File: config.mk
export PLATFORM = sky130hd
export DESIGN_NAME = rx_frame_fifo
export DESIGN_NICKNAME = d
export VERILOG_FILES = /design/src/rtl/rx_frame_fifo_pkg.sv /design/src/rtl/frame_fifo_ram.sv /design/src/rtl/rx_frame_fifo.sv
export SDC_FILE = /design/constraint.sdc
export NUM_CORES = 1
export LEC_CHECK = 0
export CORE_AREA = 2 2 338 340
export DETAILED_ROUTE_END_ITERATION = 16
export DIE_AREA = 0 0 340 342
export PLACE_DENSITY = 0.71
export SLEW_MARGIN = 20
export SYNTH_ARGS = -nofsm -noshare
export SYNTH_HDL_FRONTEND = slang
export SYNTH_SLANG_ARGS = --single-unit
File: constraint.sdc
create_clock -name clk -period 15.4 [get_ports clk]
set_clock_uncertainty 0.15 [all_clocks]
set_input_delay 4.62 -clock clk [delete_from_list [all_inputs] [get_ports clk]]
set_output_delay 4.62 -clock clk [all_outputs]
set_load 0.03 [all_outputs]
File: src/rtl/rx_frame_fifo_pkg.sv
// Shared definitions for the store-and-forward rx frame FIFO: write-FSM
// encoding, default data width and the {tlast, tkeep, tdata} entry layout.
package rx_frame_fifo_pkg;

  localparam int DATA_WIDTH_DEF = 64;

  typedef enum logic [1:0] {
    WR_IDLE   = 2'd0,
    WR_ACCEPT = 2'd1,
    WR_DROP   = 2'd2
  } wr_state_e;

  // Entry layout, low to high: tdata, tkeep, tlast.
  function automatic int keep_lsb(input int dw);
    return dw;
  endfunction

  function automatic int last_bit(input int dw);
    return dw + dw / 8;
  endfunction

  function automatic int entry_width(input int dw);
    return dw + dw / 8 + 1;
  endfunction

endpackage

File: src/rtl/frame_fifo_ram.sv
// Simple dual-port storage for the rx frame FIFO: synchronous write,
// registered read. Contents are intentionally not reset.
module frame_fifo_ram #(
  parameter int WIDTH = 73,
  parameter int DEPTH = 16
) (
  input  logic                     clk,
  input  logic                     we,
  input  logic [$clog2(DEPTH)-1:0] waddr,
  input  logic [WIDTH-1:0]         wdata,
  input  logic                     re,
  input  logic [$clog2(DEPTH)-1:0] raddr,
  output logic [WIDTH-1:0]         rdata
);

  logic [WIDTH-1:0] mem_q [DEPTH];
  logic [WIDTH-1:0] rdata_q;

  // Write port and registered read port; rdata holds until the next read.
  always_ff @(posedge clk) begin
    if (we) begin
      mem_q[waddr] <= wdata;
    end
    if (re) begin
      rdata_q <= mem_q[raddr];
    end
  end

  assign rdata = rdata_q;

endmodule

File: src/rtl/rx_frame_fifo.sv
// Store-and-forward rx frame FIFO with overflow drop and FWFT output.
// Optional statistics counters are built when RX_FRAME_FIFO_STATS_EN is defined.
module rx_frame_fifo
  import rx_frame_fifo_pkg::*;
#(
  parameter int DATA_WIDTH = DATA_WIDTH_DEF,
  parameter int DEPTH      = 16
) (
  input  logic                    clk,
  input  logic                    rst,
  input  logic [DATA_WIDTH-1:0]   s_tdata,
  input  logic [DATA_WIDTH/8-1:0] s_tkeep,
  input  logic                    s_tvalid,
  output logic                    s_tready,
  input  logic                    s_tlast,
  output logic [DATA_WIDTH-1:0]   m_tdata,
  output logic [DATA_WIDTH/8-1:0] m_tkeep,
  output logic                    m_tvalid,
  input  logic                    m_tready,
`ifdef RX_FRAME_FIFO_STATS_EN
  output logic [31:0]             frame_cnt,
  output logic [31:0]             drop_cnt,
`endif
  output logic                    m_tlast
);

  localparam int KW       = DATA_WIDTH / 8;
  localparam int EW       = entry_width(DATA_WIDTH);
  localparam int KEEP_LSB = keep_lsb(DATA_WIDTH);
  localparam int LAST_BIT = last_bit(DATA_WIDTH);
  localparam int AW       = $clog2(DEPTH);
  localparam int PW       = AW + 1;

  wr_state_e               state_q, state_d;
  logic [PW-1:0]           wr_ptr_q, wr_ptr_d;
  logic [PW-1:0]           commit_ptr_q, commit_ptr_d;
  logic [PW-1:0]           rd_ptr_q, rd_ptr_d;
  logic [PW-1:0]           fetch_ptr_q, fetch_ptr_d;
  logic                    mid_valid_q, mid_valid_d;
  logic                    m_tvalid_q, m_tvalid_d;
  logic                    m_tlast_q, m_tlast_d;
  logic [KW-1:0]           m_tkeep_q, m_tkeep_d;
  logic [DATA_WIDTH-1:0]   m_tdata_q, m_tdata_d;
  logic [EW-1:0]           ram_rdata_s;
  logic                    accept_s, full_s, ram_we_s, commit_s, drop_start_s;
  logic                    out_load_s, rd_issue_s, pop_s;

  assign s_tready     = ~rst;
  assign accept_s     = s_tvalid & s_tready;
  // rd_ptr only moves when a beat leaves m_*, so prefetched beats still occupy space.
  assign full_s       = (wr_ptr_q - rd_ptr_q) == PW'(DEPTH);
  assign ram_we_s     = accept_s & (state_q != WR_DROP) & ~full_s;
  assign commit_s     = ram_we_s & s_tlast;
  assign drop_start_s = accept_s & (state_q != WR_DROP) & full_s;

  assign pop_s      = m_tvalid_q & m_tready;
  assign out_load_s = mid_valid_q & (~m_tvalid_q | m_tready);
  assign rd_issue_s = (fetch_ptr_q != commit_ptr_q) & (~mid_valid_q | out_load_s);

  frame_fifo_ram #(.WIDTH(EW), .DEPTH(DEPTH)) u_ram (
    .clk   (clk),
    .we    (ram_we_s),
    .waddr (wr_ptr_q[AW-1:0]),
    .wdata ({s_tlast, s_tkeep, s_tdata}),
    .re    (rd_issue_s),
    .raddr (fetch_ptr_q[AW-1:0]),
    .rdata (ram_rdata_s)
  );

  // Next-state logic for the write FSM, pointers and output register.
  always_comb begin
    state_d      = state_q;
    wr_ptr_d     = wr_ptr_q;
    commit_ptr_d = commit_ptr_q;
    case (state_q)
      WR_IDLE, WR_ACCEPT: begin
        if (accept_s && !full_s) begin
          wr_ptr_d = wr_ptr_q + PW'(1);
          if (s_tlast) begin
            commit_ptr_d = wr_ptr_q + PW'(1);
            state_d      = WR_IDLE;
          end else begin
            state_d = WR_ACCEPT;
          end
        end else if (accept_s) begin
          wr_ptr_d = commit_ptr_q;
          state_d  = s_tlast ? WR_IDLE : WR_DROP;
        end else begin
          state_d = state_q;
        end
      end
      WR_DROP: begin
        if (accept_s && s_tlast) begin
          state_d = WR_IDLE;
        end else begin
          state_d = WR_DROP;
        end
      end
      default: state_d = WR_IDLE;
    endcase

    rd_ptr_d    = rd_ptr_q + (pop_s ? PW'(1) : PW'(0));
    fetch_ptr_d = fetch_ptr_q + (rd_issue_s ? PW'(1) : PW'(0));

    if (rd_issue_s) begin
      mid_valid_d = 1'b1;
    end else if (out_load_s) begin
      mid_valid_d = 1'b0;
    end else begin
      mid_valid_d = mid_valid_q;
    end

    if (out_load_s) begin
      m_tvalid_d = 1'b1;
      m_tlast_d  = ram_rdata_s[LAST_BIT];
      m_tkeep_d  = ram_rdata_s[KEEP_LSB +: KW];
      m_tdata_d  = ram_rdata_s[DATA_WIDTH-1:0];
    end else begin
      m_tvalid_d = pop_s ? 1'b0 : m_tvalid_q;
      m_tlast_d  = m_tlast_q;
      m_tkeep_d  = m_tkeep_q;
      m_tdata_d  = m_tdata_q;
    end
  end

  // State, pointer and output registers.
  always_ff @(posedge clk) begin
    if (rst) begin
      state_q      <= WR_IDLE;
      wr_ptr_q     <= '0;
      commit_ptr_q <= '0;
      rd_ptr_q     <= '0;
      fetch_ptr_q  <= '0;
      mid_valid_q  <= 1'b0;
      m_tvalid_q   <= 1'b0;
      m_tlast_q    <= 1'b0;
      m_tkeep_q    <= '0;
      m_tdata_q    <= '0;
    end else begin
      state_q      <= state_d;
      wr_ptr_q     <= wr_ptr_d;
      commit_ptr_q <= commit_ptr_d;
      rd_ptr_q     <= rd_ptr_d;
      fetch_ptr_q  <= fetch_ptr_d;
      mid_valid_q  <= mid_valid_d;
      m_tvalid_q   <= m_tvalid_d;
      m_tlast_q    <= m_tlast_d;
      m_tkeep_q    <= m_tkeep_d;
      m_tdata_q    <= m_tdata_d;
    end
  end

  assign m_tvalid = m_tvalid_q;
  assign m_tlast  = m_tlast_q;
  assign m_tkeep  = m_tkeep_q;
  assign m_tdata  = m_tdata_q;

`ifdef RX_FRAME_FIFO_STATS_EN
  logic [31:0] frame_cnt_q, frame_cnt_d;
  logic [31:0] drop_cnt_q, drop_cnt_d;

  // Saturating committed/dropped frame counters.
  always_comb begin
    if (commit_s && (frame_cnt_q != 32'hFFFF_FFFF)) begin
      frame_cnt_d = frame_cnt_q + 32'd1;
    end else begin
      frame_cnt_d = frame_cnt_q;
    end
    if (drop_start_s && (drop_cnt_q != 32'hFFFF_FFFF)) begin
      drop_cnt_d = drop_cnt_q + 32'd1;
    end else begin
      drop_cnt_d = drop_cnt_q;
    end
  end

  // Counter registers.
  always_ff @(posedge clk) begin
    if (rst) begin
      frame_cnt_q <= 32'd0;
      drop_cnt_q  <= 32'd0;
    end else begin
      frame_cnt_q <= frame_cnt_d;
      drop_cnt_q  <= drop_cnt_d;
    end
  end

  assign frame_cnt = frame_cnt_q;
  assign drop_cnt  = drop_cnt_q;
`else
  logic unused_stats_s;
  assign unused_stats_s = commit_s ^ drop_start_s;
`endif

endmodule

==> flow_metrics.tcl <==
set metrics [dict create \
    syn_to_final_growth_pct 15.0 \
    holdPathStages 2 \
    worstPathArrival_ps 6030 \
    layout.nets 2704 \
    synthesis.area_mm2 0.0504 \
    syn_avg_cell_area_um2 20.8 \
    regToRegSetupSlack_ps 10480 \
    dp_hpwl_um 52200 \
    synth-seq-area-share_pct 77.8 \
    grt_overflow 0 \
    finalCriticalPeriod_ps 10800 \
    holdCritStartpoint "m_tkeep[0]" \
    grt_use_total_pct 18.0 \
    cts_tree "built" \
    setup_tns_ps 0 \
    cap_violations 0 \
    setup_viol 0 \
    period_share_pct 70.2 \
    power_leakage_uw 0.0177 \
    worstMarginPinSlew_ps 1100 \
    synth_cell_types 34 \
    ios 152 \
    cts_sinks 1338 \
    vdd_ir_drop_max_mv 0.138 \
    clock_path_buffers 3 \
    cp_max_fo 35 \
    fin_ws_ps 4600 \
    wire_per_inst_um 24.8 \
    grt_pass1_wl_um 156000 \
    final_antenna_net_count 0 \
    top_usage_layer "met2" \
    hold-path-endpoint "m_tkeep[0]" \
    fp.dieH_um 342 \
    htreeDepth 4 \
    startpoint_type "input pin" \
    drv_slew 0 \
    grtUsageMet1_pct 23.6 \
    die-area_mm2 0.116 \
    synth_top_cell_by_area "edfxtp_1" \
    fmax_ghz 0.0926 \
    grtUsageMet2_pct 30.0 \
    drcViolationCount 0 \
    stdcell_count 4235 \
    synth_warnings 0 \
    io_buffer_count 151 \
    vias_per_cell 5.59 \
    ff_latch_area_mm2 0.0392 \
    syn_inst 2423 \
    numCtsBuffers 131 \
    wirelength_um 105000 \
    synth-seq-cells 1338 \
    clk_pin_slew_worst_paths_ps 60 \
    whs_ps 302 \
    criticalPathCategory "input pin to output port" \
    finalHoldViolCount 0 \
    p_per_area_mw_per_mm2 155 \
    r2r_end "u_ram.rdata[41]" \
    core_mm2 0.113 \
    grt_setup_unrepaired "no" \
    r2r-start "fetch_ptr_q[0]" \
    vias 23700 \
    drt-pass1-iter-count 5 \
    synth.top_cell.area_share_pct 73.9 \
    cts_hold_buf 0 \
    syn-num-nets 2512 \
    status "finished, final reports clean" \
    post-cts-setup-buffers 0 \
    grt_pass1_vias 24500 \
    clockRootBuffer "clkbuf_16" \
    yosys-top-cells-area "edfxtp_1 74%, mux4_2 13%, dfxtp_1 3.9%" \
    fp.dieW_um 340 \
    placed_cells 3994 \
    slew-limit-headroom_pct 26.6 \
    drtIter0Drc 2424 \
    layout-drive-gt1-share_pct 20.7 \
    worstSetupEndpointType "output port" \
    n_fill_cell 8587 \
    initial_core_util_pct 44.6 \
    std_cell_rows 124 \
    gp_congestion 0.731 \
    cts_resized 0 \
    met3_usage_pct 4.29 \
    critPathRequiredTime_ps 10630 \
    min_path_type "register to register" \
    power.total_uw 8990 \
    grt_max_degree 153 \
    multiInputGateArea_mm2 0.0106 \
    r2r_cells 7 \
    grt_antenna_before_repair 12 \
    dpl_worst_slack_ps 4590 \
    insertion_delay_ps 740 \
]
-- sequential cells by signal, indices dropped and copies added, names as in the netlist --
register	count
fetch_ptr_q	5
m_tkeep	8
mid_valid_q	1
u_ram.mem_q	1168
rd_ptr_q	5
m_tvalid	1
m_tlast	1
u_ram.rdata	73
state_q	2
m_tdata	64
wr_ptr_q	5
commit_ptr_q	5
-- cells in the mapped netlist, drive strengths merged --
cell type  count
o211ai         1
inv            7
or2            3
edfxtp      1241
clkinv         1
clkbuf        76
xor2           5
nand4          1
nor2b         84
nand3b         1
nand3         12
mux2i         78
nand2        162
and3           1
nor3           9
buf           61
nand4b         1
o21ai          3
ha            12
xnor2          9
nor2          25
a211oi        73
mux2           1
nor3b          1
a21oi        151
dfxtp         97
a31oi          5
mux4         292
and2           3
a2bb2oi        1
or3            1
nand2b         5
-- worst max-delay path, stage by stage --
cell and delay, ps:
buf_4 350, clkinv_1 350, clkdlybuf4s50_1 690
-- worst max-delay path by stage --
stage                                   end  slack [ps]  startpoint  cells past startpoint
after CTS                          s_tready        4590         rst                      3
after detailed placement           s_tready        4590         rst                      3
after floorplan           u_ram.mem_q[0][0]        4540         rst                      3
after global placement             s_tready        4620         rst                      3
final                              s_tready        4600         rst                      3
after global routing               s_tready        4530         rst                      3
-- area by class of cell --
| cell class | count | area share (%) |
|---|---|---|
| antenna | 1 | 0.00432 |
| tap | 1512 | 3.26 |
| timing repair buffer | 196 | 3.25 |
| clock inverter | 63 | 1.16 |
| inverter | 8 | 0.0518 |
| sequential | 1338 | 67.7 |
| clock buffer | 177 | 6.33 |
| multi-input combinational | 940 | 18.3 |
-- per-stage QoR --
step	area (um2)	util, %
2_1_floorplan	50400	-
3_3_place_gp	53600	47.4
3_5_place_dp	53600	47.4
4_1_cts	58000	51.3
5_1_grt	58000	51.3
6_report	58000	51.3
-- kinds of logic after synthesis --
group	Yosys count	synth area share [%]
compound gates	234	2.72
xor+xnor	14	0.243
fa+ha+maj	12	0.298
buf+inv	145	1.46
flops	1338	77.8
mux	371	14.6
simple gates	309	2.88
-- layout by cell type (no fill, tap or decap), drive strengths merged, types with 12 or more instances in the layout --
| master | Yosys | routed |
|---|---|---|
| a211oi | 73 | 73 |
| a21oi | 151 | 151 |
| buf | 61 | 46 |
| clkbuf | 76 | 177 |
| clkdlybuf4s50 | 0 | 150 |
| clkinv | 1 | 43 |
| dfxtp | 97 | 97 |
| edfxtp | 1241 | 1241 |
| ha | 12 | 12 |
| mux2i | 78 | 78 |
| mux4 | 292 | 292 |
| nand2 | 162 | 162 |
| nand3 | 12 | 12 |
| nor2 | 25 | 25 |
| nor2b | 84 | 84 |
-- power by group --
| part | switching, uW | internal, uW |
|---|---|---|
| Clock | 1320 | 1870 |
| Sequential | 128 | 4210 |
| Combinational | 788 | 672 |
| Total | 2240 | 6750 |
-- layer usage --
| layer | vias to the layer above | part of all wire (%) | routed length [um] |
|---|---|---|---|
| met1 | 12500 | 41 | 42500 |
| met2 | 772 | 50 | 52600 |
| met3 | 168 | 7.1 | 7390 |
| li1 | 10200 | - | - |
| met4 | 16 | 2.1 | 2220 |
| met5 | - | 0.088 | 92 |
No activity file was read; power rests on OpenSTA's default activity.
==> patch, RTL diff (same flow settings) <==
Add a define of `RX_FRAME_FIFO_STATS_EN`.
--- a/src/rtl/rx_frame_fifo.sv
+++ b/src/rtl/rx_frame_fifo.sv
@@ -1,5 +1,7 @@
 // Store-and-forward rx frame FIFO with overflow drop and FWFT output.
 // Optional statistics counters are built when RX_FRAME_FIFO_STATS_EN is defined.
+`define RX_FRAME_FIFO_STATS_EN
+
 module rx_frame_fifo
   import rx_frame_fifo_pkg::*;
 #(
Formal check against the unedited RTL (old outputs only; new: drop_cnt and frame_cnt): same outputs for any inputs over 4 cycles, from zero or initial values and one cycle with rst high; that may be too few to reach the edited logic, so the function may still have changed.
==> patch against the original RTL <==
Critical path depth stayed put; sequential cell count is 64 higher; setup slack worse by 0.30 ns; power is 3.6% higher; global-route usage is 2.2 points higher; final area is 5.9% higher; count of clock-buffer cells in the layout is 6 higher; critical endpoint unchanged; clock power is 3% higher; sequential share of layout area is 1.7 points lower; sequential power is 4% higher; synthesized area is 5.2% higher; maximum frequency is 2.7% lower; via count is 10% higher; wire length is 12% higher.
==> patch: results (changes against the original RTL) <==
[status]
status = finished, final reports clean

[grt]
grt_max_degree = 165  ; +7.8%
grt_first_pass_wirelength_um = 173000  ; +11%
grt_pass1_vias = 26800  ; +9.5%
track_usage_pct = 20.2  ; +2.2 points
antenna_found_initial = 16  ; +4

[worst_setup_path]
reg2reg_slack_ns = 9.88  ; -0.60 ns
crit_fanout = 78  ; +120%
arrival_ns = 6.33  ; +0.30 ns
r2r_cells = 6  ; -1
timing.rr.end = u_ram.rdata[25]
crit_path_max_incr_delay_ns = 0.71  ; +0.02 ns

[logic_synthesis]
ys_warn_count = 0  ; unchanged
synth_xor_area_share_pct = 0.891  ; +0.65 points
syn_inst = 2577  ; +6.4%
synth_seq_area_share_pct = 76.3  ; -1.5 points
muxShareOfSynthArea_pct = 15.7  ; +1.1 points
synth_area_leaders = edfxtp_1 (70%), mux4_2 (15%), dfxtp_1 (6.1%)
synthAdderAreaFrac_pct = 0.330  ; +0.032 points
synth_compound_area_share_pct = 1.51  ; -1.2 points
synth.distinct_cells = 54  ; +59%
synth_common_cells = edfxtp_1 (1,241), mux4_2 (365), nand2_1 (190)
synth_top_area_share_pct = 70.2  ; -3.7 points
synth-edff-count = 1241  ; unchanged
syn-num-nets = 2668  ; +6.2%

[final_layout]
regMostFlops = u_ram.mem_q
nets = 2919  ; +8.0%
fin_cells = 4456  ; +5.2%
area_growth_pct = 15.7
final_layout_size_suffix_gt1_share_pct = 21.6  ; +0.96 points

[place]
routabilityCongestion = 0.812  ; +11%
port_buffers = 215  ; +42%
dp_cells = 4197  ; +5.1%
dpl.hpwl_um = 60300  ; +15%
placed_area_um2 = 56900  ; +6.1%

[pwr]
p_sw_share_pct = 24.9  ; -0.061 points
p_leak_nw = 18.8  ; +6.6%
clk-power_mw = 3.30  ; +3%
p_comb_share_pct = 16.0  ; -0.2 points
peakVddDrop_v = 0.000127  ; -7.9%

[routing]
wire_per_inst_um = 26.3  ; +6.3%
vias_per_cell = 5.86  ; +4.8%
first_iter_violations = 2885  ; +19%

[timing]
whs_ns = 0.304  ; +0.00199 ns
relSlewSlack_pct = 26.3  ; -0.28 points
post-route-worst-setup-slack_ns = 4.30  ; -0.297 ns

[hold_path]
min_path_cells = 2  ; unchanged
worstHoldEndpoint = m_tdata[50]
hold_start = m_tdata[50]

[clocking]
numCtsBuffers = 141  ; +7.6%

## patch: cell types whose count changed in the layout (fill, tap and decap cells not counted), moves of 32 or more
cell | unedited run | this run
nand3_1 | 12 | 44
xor2_1 | 5 | 39
clkdlybuf4s50_1 | 150 | 214
mux2i_1 | 78 | 6
a21oi_1 | 150 | 87
nor2_1 | 13 | 72
nor2b_1 | 83 | 9
mux4_2 | 292 | 365
dfxtp_1 | 93 | 157
a211oi_1 | 73 | 6
## patch: cells by family (layout without fill, tap and decap cells)
kind of cell	Yosys count	count (layout)
adder cells (fa/ha/maj)	14	14
XOR/XNOR	54	54
other	0	5
AND/OR/NAND/NOR	443	443
flip-flops	1402	1402
buffers and inverters	154	516
AO/OA/AOI/OAI	136	136
multiplexers	374	374
## patch: worst max path at each step
stage | to
after floorplan | s_tready
after global placement | s_tready
after detailed placement | s_tready
after CTS | s_tready
after global routing | s_tready
final | s_tready
## patch: critical path, delay by kind of cell
family                 cells  cell delay (ns)
buffers and inverters      3             1.69
## patch: per-layer routing
layer / global-route usage, % / wire (µm) / vias up / part of all wire (%)
met3: 4.51 / 9910 / 222 / 8.4
met1: 27.3 / 46800 / 13700 / 40
met5: 0 / 121 / - / 0.10
li1: - / - / 11000 / -
met2: 32.9 / 57500 / 1148 / 49
met4: 6.70 / 2930 / 20 / 2.5
## patch: final cells by class
class / instances / area, µm²
Fill cell: 8347 / 51700
Sequential cell: 1402 / 40500
Multi-Input combinational cell: 1021 / 12000
Clock buffer: 183 / 3850
Timing Repair Buffer: 248 / 2430
Tap cell: 1512 / 1890
Clock inverter: 71 / 629
Inverter: 14 / 52.6
Antenna cell: 5 / 12.5
